$ cat config.mk
export PLATFORM = sky130hd
export DESIGN_NAME = spi_master
export DESIGN_NICKNAME = d
export VERILOG_FILES = /design/src/rtl/spi_pkg.sv /design/src/rtl/spi_clk_gen.sv /design/src/rtl/spi_master.sv
export SDC_FILE = /design/constraint.sdc
export NUM_CORES = 1
export LEC_CHECK = 0
export ABC_AREA = 1
export CORE_MARGIN = 2
export CORE_UTILIZATION = 35
export CTS_CLUSTER_SIZE = 24
export DETAILED_ROUTE_END_ITERATION = 12
export DONT_BUFFER_PORTS = 1
export PLACE_DENSITY = 0.53
export SLEW_MARGIN = 40
export SYNTH_ARGS = -nofsm -noshare
export SYNTH_HDL_FRONTEND = slang
export SYNTH_SLANG_ARGS = --single-unit
$ cat constraint.sdc
create_clock -name clk -period 4.7 [get_ports clk]
set_clock_uncertainty 0.1 [all_clocks]
set_input_delay 0.94 -clock clk [delete_from_list [all_inputs] [get_ports clk]]
set_output_delay 0.94 -clock clk [all_outputs]
set_load 0.005 [all_outputs]
$ cat src/rtl/spi_pkg.sv
// Shared types and constants for the SPI master transaction engine.
package spi_pkg;
    localparam int SPI_ADDR_W = 4;
    localparam int SPI_BYTE_W = 8;
    localparam int SPI_RD_BIT = 4;

    typedef enum logic [2:0] {
        IDLE,
        LEAD,
        CMD,
        GAP,
        DATA,
        TRAIL,
        DONE
    } spi_state_t;

    // Command byte layout: read flag at SPI_RD_BIT, address in the low nibble.
    function automatic logic [SPI_BYTE_W-1:0] spi_cmd_byte(input logic rd,
                                                           input logic [SPI_ADDR_W-1:0] addr);
        logic [SPI_BYTE_W-1:0] b;
        b                 = '0;
        b[SPI_ADDR_W-1:0] = addr;
        b[SPI_RD_BIT]     = rd;
        return b;
    endfunction
endpackage

$ cat src/rtl/spi_clk_gen.sv
// Mode-0 sck generator: CLK_DIV cycles low then CLK_DIV high while run is set.
// Latency: first rise CLK_DIV cycles after run rises; no backpressure, sck parks low when run drops.
module spi_clk_gen #(
    parameter int CLK_DIV = 4
) (
    input  logic clk,
    input  logic rst,
    input  logic run,
    output logic sck,
    output logic rise_stb,
    output logic fall_stb
);
    localparam logic [7:0] DIV_LAST = 8'(CLK_DIV - 1);

    logic [7:0] r_div;
    logic       r_sck;
    logic       w_edge;

    assign w_edge = run && (r_div == DIV_LAST);

    always_ff @(posedge clk or posedge rst) begin
        if (rst) begin
            r_div <= '0;
            r_sck <= 1'b0;
        end else if (!run) begin
            r_div <= '0;
            r_sck <= 1'b0;
        end else if (w_edge) begin
            r_div <= '0;
            r_sck <= ~r_sck;
        end else begin
            r_div <= r_div + 8'd1;
        end
    end

    assign sck      = r_sck;
    assign rise_stb = w_edge & ~r_sck;
    assign fall_stb = w_edge & r_sck;
endmodule

$ cat src/rtl/spi_master.sv
// SPI master: one start strobe runs command byte + data byte to the slave, LSB first, mode 0.
// Latency: done 34*CLK_DIV+GAP_CYCLES cycles after accept; start is ignored while busy (no queueing).
module spi_master
    import spi_pkg::*;
#(
    parameter int CLK_DIV    = 4,
    parameter int GAP_CYCLES = 2
) (
    input  logic                  clk,
    input  logic                  master_reset,
    input  logic                  start,
    input  logic                  rd,
    input  logic [SPI_ADDR_W-1:0] addr,
    input  logic [SPI_BYTE_W-1:0] wdata,
    output logic                  busy,
    output logic                  done,
    output logic [SPI_BYTE_W-1:0] rdata,
    output logic                  sck,
    output logic                  mosi,
    input  logic                  miso,
    output logic                  enable
);
    localparam logic [7:0] CD_LAST  = 8'(CLK_DIV - 1);
    localparam logic [7:0] GAP_LAST = 8'(GAP_CYCLES - 1);

    spi_state_t            r_state, w_next;
    logic [7:0]            r_cnt;
    logic [2:0]            r_bit;
    logic [SPI_BYTE_W-1:0] r_tx, r_rx, r_data, r_rdata;
    logic                  r_rd;
    logic                  w_run, w_rise, w_fall, w_byte_end, w_timed, w_accept;

    assign w_run      = (r_state == CMD) || (r_state == DATA);
    assign w_timed    = (r_state == LEAD) || (r_state == GAP) || (r_state == TRAIL);
    assign w_accept   = (r_state == IDLE) && start;
    assign w_byte_end = w_fall && (r_bit == 3'd7);

    spi_clk_gen #(.CLK_DIV(CLK_DIV)) u_clk_gen (
        .clk      (clk),
        .rst      (master_reset),
        .run      (w_run),
        .sck      (sck),
        .rise_stb (w_rise),
        .fall_stb (w_fall)
    );

    always_comb begin
        w_next = r_state;
        case (r_state)
            IDLE:  if (start) w_next = LEAD;
            LEAD:  if (r_cnt == CD_LAST) w_next = CMD;
            CMD:   if (w_byte_end) w_next = (GAP_CYCLES == 0) ? DATA : GAP;
            GAP:   if (r_cnt == GAP_LAST) w_next = DATA;
            DATA:  if (w_byte_end) w_next = TRAIL;
            TRAIL: if (r_cnt == CD_LAST) w_next = DONE;
            DONE:  w_next = IDLE;
            default: w_next = IDLE;
        endcase
    end

    always_ff @(posedge clk or posedge master_reset) begin
        if (master_reset) begin
            r_state <= IDLE;
            r_cnt   <= '0;
            r_bit   <= '0;
            r_tx    <= '0;
            r_rx    <= '0;
            r_data  <= '0;
            r_rd    <= 1'b0;
            r_rdata <= '0;
        end else begin
            r_state <= w_next;
            r_cnt   <= (w_timed && (w_next == r_state)) ? r_cnt + 8'd1 : '0;
            if (w_fall) r_bit <= r_bit + 3'd1;
            // mosi only moves on sck falls; the data byte replaces the command at its last fall
            if (w_accept) begin
                r_rd   <= rd;
                r_data <= rd ? '0 : wdata;
                r_tx   <= spi_cmd_byte(rd, addr);
            end else if (w_fall) begin
                if (w_byte_end) r_tx <= (r_state == CMD) ? r_data : '0;
                else            r_tx <= {1'b0, r_tx[SPI_BYTE_W-1:1]};
            end
            if (w_rise && (r_state == DATA)) r_rx <= {miso, r_rx[SPI_BYTE_W-1:1]};
            if ((r_state == TRAIL) && (w_next == DONE) && r_rd) r_rdata <= r_rx;
        end
    end

    assign busy   = (r_state != IDLE);
    assign done   = (r_state == DONE);
    assign enable = busy && !done;
    assign mosi   = r_tx[0];
    assign rdata  = r_rdata;
endmodule

# Word-level counts from Yosys, hierarchy flattened
# Index checks and enable logic that the tools add are counted.
[classes] muxes=17 reduce_logical=15 n_bitwise=3 n_eq_ne=13 n_addsub=3
[ops] cell="$mux 8" n=8
[ops] cell="$mux 3" n=6
[ops] cell="$pmux 3 s6" n=1
[ops] cell="$add 8x1->8 const B" n=2
[ops] cell="$eq 8x2->1 const B" n=2
[ops] cell="$eq 3x3->1 const B" n=5
[ops] cell="$eq 8x1->1 const B" n=1
[ops] cell="$logic_and 1x1->1" n=8
[ops] cell="$eq 3x2->1 const B" n=2
[ops] cell="$add 3x1->3 const B" n=1
[ops] cell="$eq 3x1->1 const B" n=1
[ops] cell="$eq 3x3->1" n=1
[ops] cell="$logic_not 3->1" n=1
[ops] cell="$logic_or 1x1->1" n=3
[ops] cell="$reduce_bool 3->1" n=1
[ops] cell="$and 1x1->1" n=2
[ops] cell="$mux 1" n=2
[ops] cell="$ne 2x2->1 const B" n=1
[ops] cell="$reduce_bool 2->1" n=1
[ops] cell="$logic_not 1->1" n=1
[ops] cell="$not 1->1" n=1
[totals] elab_cells=61 reg_bits=56 output_inout_bits=13 input_bits=17

# Logic depth before layout (Yosys ltp)
[logic_depth] depth_word=10 mapped_depth=9 mapped_depth_nobuf=9

# Cells and area by module
# Synthesis repeated with hierarchy kept, for this count alone.
[unflattened] hier_cells=324 area_unflattened_um2=2701.3
[modules_own_cells] mod="spi_master" cells_each=253 area_per_inst_um2=2189.6 n_inst=1 seq_area_each_um2=1176.1
[modules_own_cells] mod="spi_clk_gen" cells_each=71 area_per_inst_um2=511.7 n_inst=1 seq_area_each_um2=225.2

# Worst setup path after synthesis
# Ideal clock, no wire load.
[synth_path] kind="reg-to-output" from="reg r_state[1]" to="out enable" arrival_time_ns=0.795 path_slack_ns=2.865 t_required_ns=3.660 stages_incl_launch_ff=5 path_buffers=0 path_cell_list="dfrtp_1 -> nor2_1 -> nand2_1 -> inv_1 -> nor2_1"
[synth_between] word_cells_on_any_way=4 cone_classes="eq/ne: 1; reduce/logical: 3"
[synth_lines] item="start: declaration" line_no="spi_master.sv:26" text="spi_state_t r_state, w_next;"
[synth_lines] item="start signal: assignment" line_no="spi_master.sv:72" text="r_state <= w_next;"
[synth_lines] item="$reduce_bool 3->1" line_no="spi_master.sv:89" text="assign busy = (r_state != IDLE);"
[synth_lines] item="named net busy" line_no="spi_master.sv:15" text="output logic busy,"
[synth_lines] item="$logic_and 1x1->1" line_no="spi_master.sv:91" text="assign enable = busy && !done;"
[synth_lines] item="end: declaration" line_no="spi_master.sv:21" text="output logic enable"
# The timed path passes the listed nets, and every way through them passes these cells.

# Final worst setup path
# Ends and elaborated chain as after synthesis.

==> metrics.md <==
| Metric | Value |
|---|---|
| GPL Wtd Cong | just over 0.7 |
| Synth Instances | 298 |
| Slew @ Worst Pin | 685 ps |
| Clk buf depth | 2 |
| Share of the synthesized area in the top cell type | 0.534 |
| Synth cell count leaders | 69 x nand2_1, 56 x dfrtp_1, 35 x inv_1, 34 x nor2_1, 20 x o21ai_0 |
| Period utilisation layout | 0.473 |
| Worst R2R Path Depth | 8 |
| Crit path from | r_state[1] |
| DP Wirelength | ~3400 um |
| Root buf cell | clkbuf_8 |
| Gr usage total | 0.129 |
| Crit end category | output port |
| DRC Markers | 0 |
| Global route hottest layer | met2 |
| Synthesized flop and latch total | 56 |
| CTS Hold Bufs | 0 |
| First-pass GRT wire length | about 8800 um |
| Clock transition at path regs | around 90 ps |
| HP Class | flop to flop |
| Total negative slack | 0 ps |
| DR vias | 1865 |
| CTS tree | yes |
| CTS Sinks | 56 |
| Final Max Tran Viols | 0 |
| Top-count cell post-synth | nand2_1 |
| Tmin final | 2220 ps |
| Leak Pwr | between 1 and 1.5 nW |
| Async SR Flop Fraction | 1.00 |
| Antenna violations before repair | 0 |
| Drt total wl | ~4700 um |
| MaxCap Viol Count | 0 |
| Core Box Area | about 7300 um^2 |
| EDFF count, synth | 0 |
| TritonCTS Buffers | 5 |
| Vias in the first global route | 1915 |
| Die height | 90.6 um |
| Crit path max fanout | 5 |
| Synth top area cells | dfrtp_1 53%, nand2_1 9.9%, inv_1 5.0%, nor2_1 4.9%, o21ai_0 3.8% |
| Top FF cell, synth | dfrtp_1 |
| GRT overflow | 0 |
| Unrepaired setup endpoints after global routing | no |
| Wire per inst | between 10 and 15 um |
| Die width | slightly above 90 um |
| Final hold violation count | 0 |
| Grt met2 use | 0.197 |
| DR iter-0 viols | ~140 |
| # IOs | 30 |
| Postcts setup bufs | 0 |
| Post-synthesis cell area | about 2600 um^2 |
| Initial Utilization | 0.362 |
| CTS resizes | 0 |
| Max Freq | 450 MHz |
| Later-pin clock latency in the skew report | 290 ps |
| FF-to-FF Start | r_cnt[0] |
| Share of post-route cells with drive strength above 1 | 0.0792 |
| CP Launch Type | flop |
| Post-Syn Area per Cell | around 8.8 um^2 |
| Sequential cell area fraction in the yosys report | 0.534 |
| Critical Path End | enable |
| Layout Utilization | 0.390 |
| Final setup fails | 0 |
| First-pass detailed-route iteration total | 4 |
| GRT met1 Usage | 0.183 |
| Critical R2R Capture | rdata[4] |
| Data arrival time of the worst path | 1180 ps |
| # diodes | 0 |
| Syn. warnings | 0 |
| Count of input and output buffers | 0 |
| Outcome | finished clean |
| Max VDD drop | ~170 uV |
| # nets final | roughly 320 |
| Die ar. | just over 8000 um^2 |
| Largest net degree at the start of global routing | 57 |
| PD cells | approximately 280 nW/um^2 |
| Met3 Usage GRT | 0.0359 |
| Slew HR | 0.543 |
| Area growth, synth to finish | 7.87% |
| Synthesized Nets | 320 |
| Cell taking the most area after synthesis | dfrtp_1 |
| CP required | 3660 ps |
| Cell Rows | 31 |
| H-tree levels | 2 |
| Yosys cell types | 28 |
| Detailed-route vias per instance | 4.64 |
| Type of the worst setup path | flop to output port |
| ANT nets after route | 0 |
| FF-to-FF setup slack | 2930 ps |
==> final cells by class <==
type / instances / area (um^2)
clock buffers: 6 / 72.6
flip-flops and latches: 56 / 1400
fillers: 747 / 4420
repair buffers: 1 / 7.51
well taps: 99 / 124
clock inverters: 2 / 35.0
inverters: 36 / 135
multi-input cells: 202 / 1050
==> sequential cells by signal, summed over array words and instances (netlist names) <==
signal	count
r_state	3
r_data	8
r_cnt	8
rdata	8
u_clk_gen.sck	1
r_bit	3
r_tx	8
r_rd	1
r_rx	8
u_clk_gen.r_div	8
==> kinds of logic (layout without fill, tap and decap cells) <==
| kind of cell | count (synthesis) | after routing | synth area share |
|---|---|---|---|
| simple gates | 143 | 143 | 0.258 |
| compound gates | 45 | 45 | 0.0901 |
| xor+xnor | 9 | 9 | 0.0300 |
| buf+inv | 40 | 45 | 0.0639 |
| fa+ha+maj | 5 | 5 | 0.0238 |
| flops | 56 | 56 | 0.534 |
==> per-stage QoR <==
step / cell area [um^2] / hold WS (ps) / instances / setup slack, ps / power (mW)
6_report: 2830 / 383 / 402 / 2480 / 0.795
5_1_grt: 2830 / 421 / 402 / 2360 / 0.829
4_1_cts: 2830 / 389 / 402 / 2460 / 0.816
3_5_place_dp: 2720 / 365 / 394 / 2800 / 0.503
3_3_place_gp: 2720 / 364 / 394 / 2820 / 0.503
2_1_floorplan: 2620 / 346 / 298 / 2290 / 0.499
==> cell usage in the layout, fill, tap and decap left out <==
master     instances
nand2_1           69
dfrtp_1           56
inv_1             34
nor2_1            34
o21ai_0           20
nand3_1           17
a21oi_1           11
o21ai_1           10
xor2_1             7
ha_1               5
clkbuf_8           5
nand2_2            4
nor3_1             4
nand4_1            3
nor3b_1            3
nand3_4            2
nor2_4             2
o21ai_2            2
inv_2              2
xnor2_1            2
nor2_8             1
nand2_4            1
nand3_2            1
nand4_2            1
nand3b_1           1
o22ai_1            1
o31ai_1            1
clkbuf_1           1
clkinv_2           1
bufinv_16          1
buf_4              1
==> power breakdown <==
part / internal, mW / switching [mW]
sequential: 0.481 / 0
combinational: 0.000947 / 0.00996
clock: 0.158 / 0.144
total: 0.641 / 0.154
==> worst min-delay path by stage <==
stage,cells after the start,endpoint,startpoint
after floorplan,2,r_tx[7],r_tx[7]
after detailed placement,2,r_tx[7],r_tx[7]
final,2,r_tx[7],r_tx[7]
after CTS,2,r_tx[7],r_tx[7]
after global placement,2,r_rx[6],r_rx[7]
after global routing,2,r_tx[7],r_tx[7]
==> critical path, stage by stage, from the launching register on <==
cell and delay (ps):
dfrtp_1 450, nor2_1 170, nand2_1 120, inv_1 100, nor2_1 60
==> per-layer routing <==
layer	vias up	part of all wire
met5	-	0
met4	0	0.0061
met3	2	0.049
met2	31	0.44
met1	877	0.51
li1	955	-
Power figures use the tool's default switching activity.
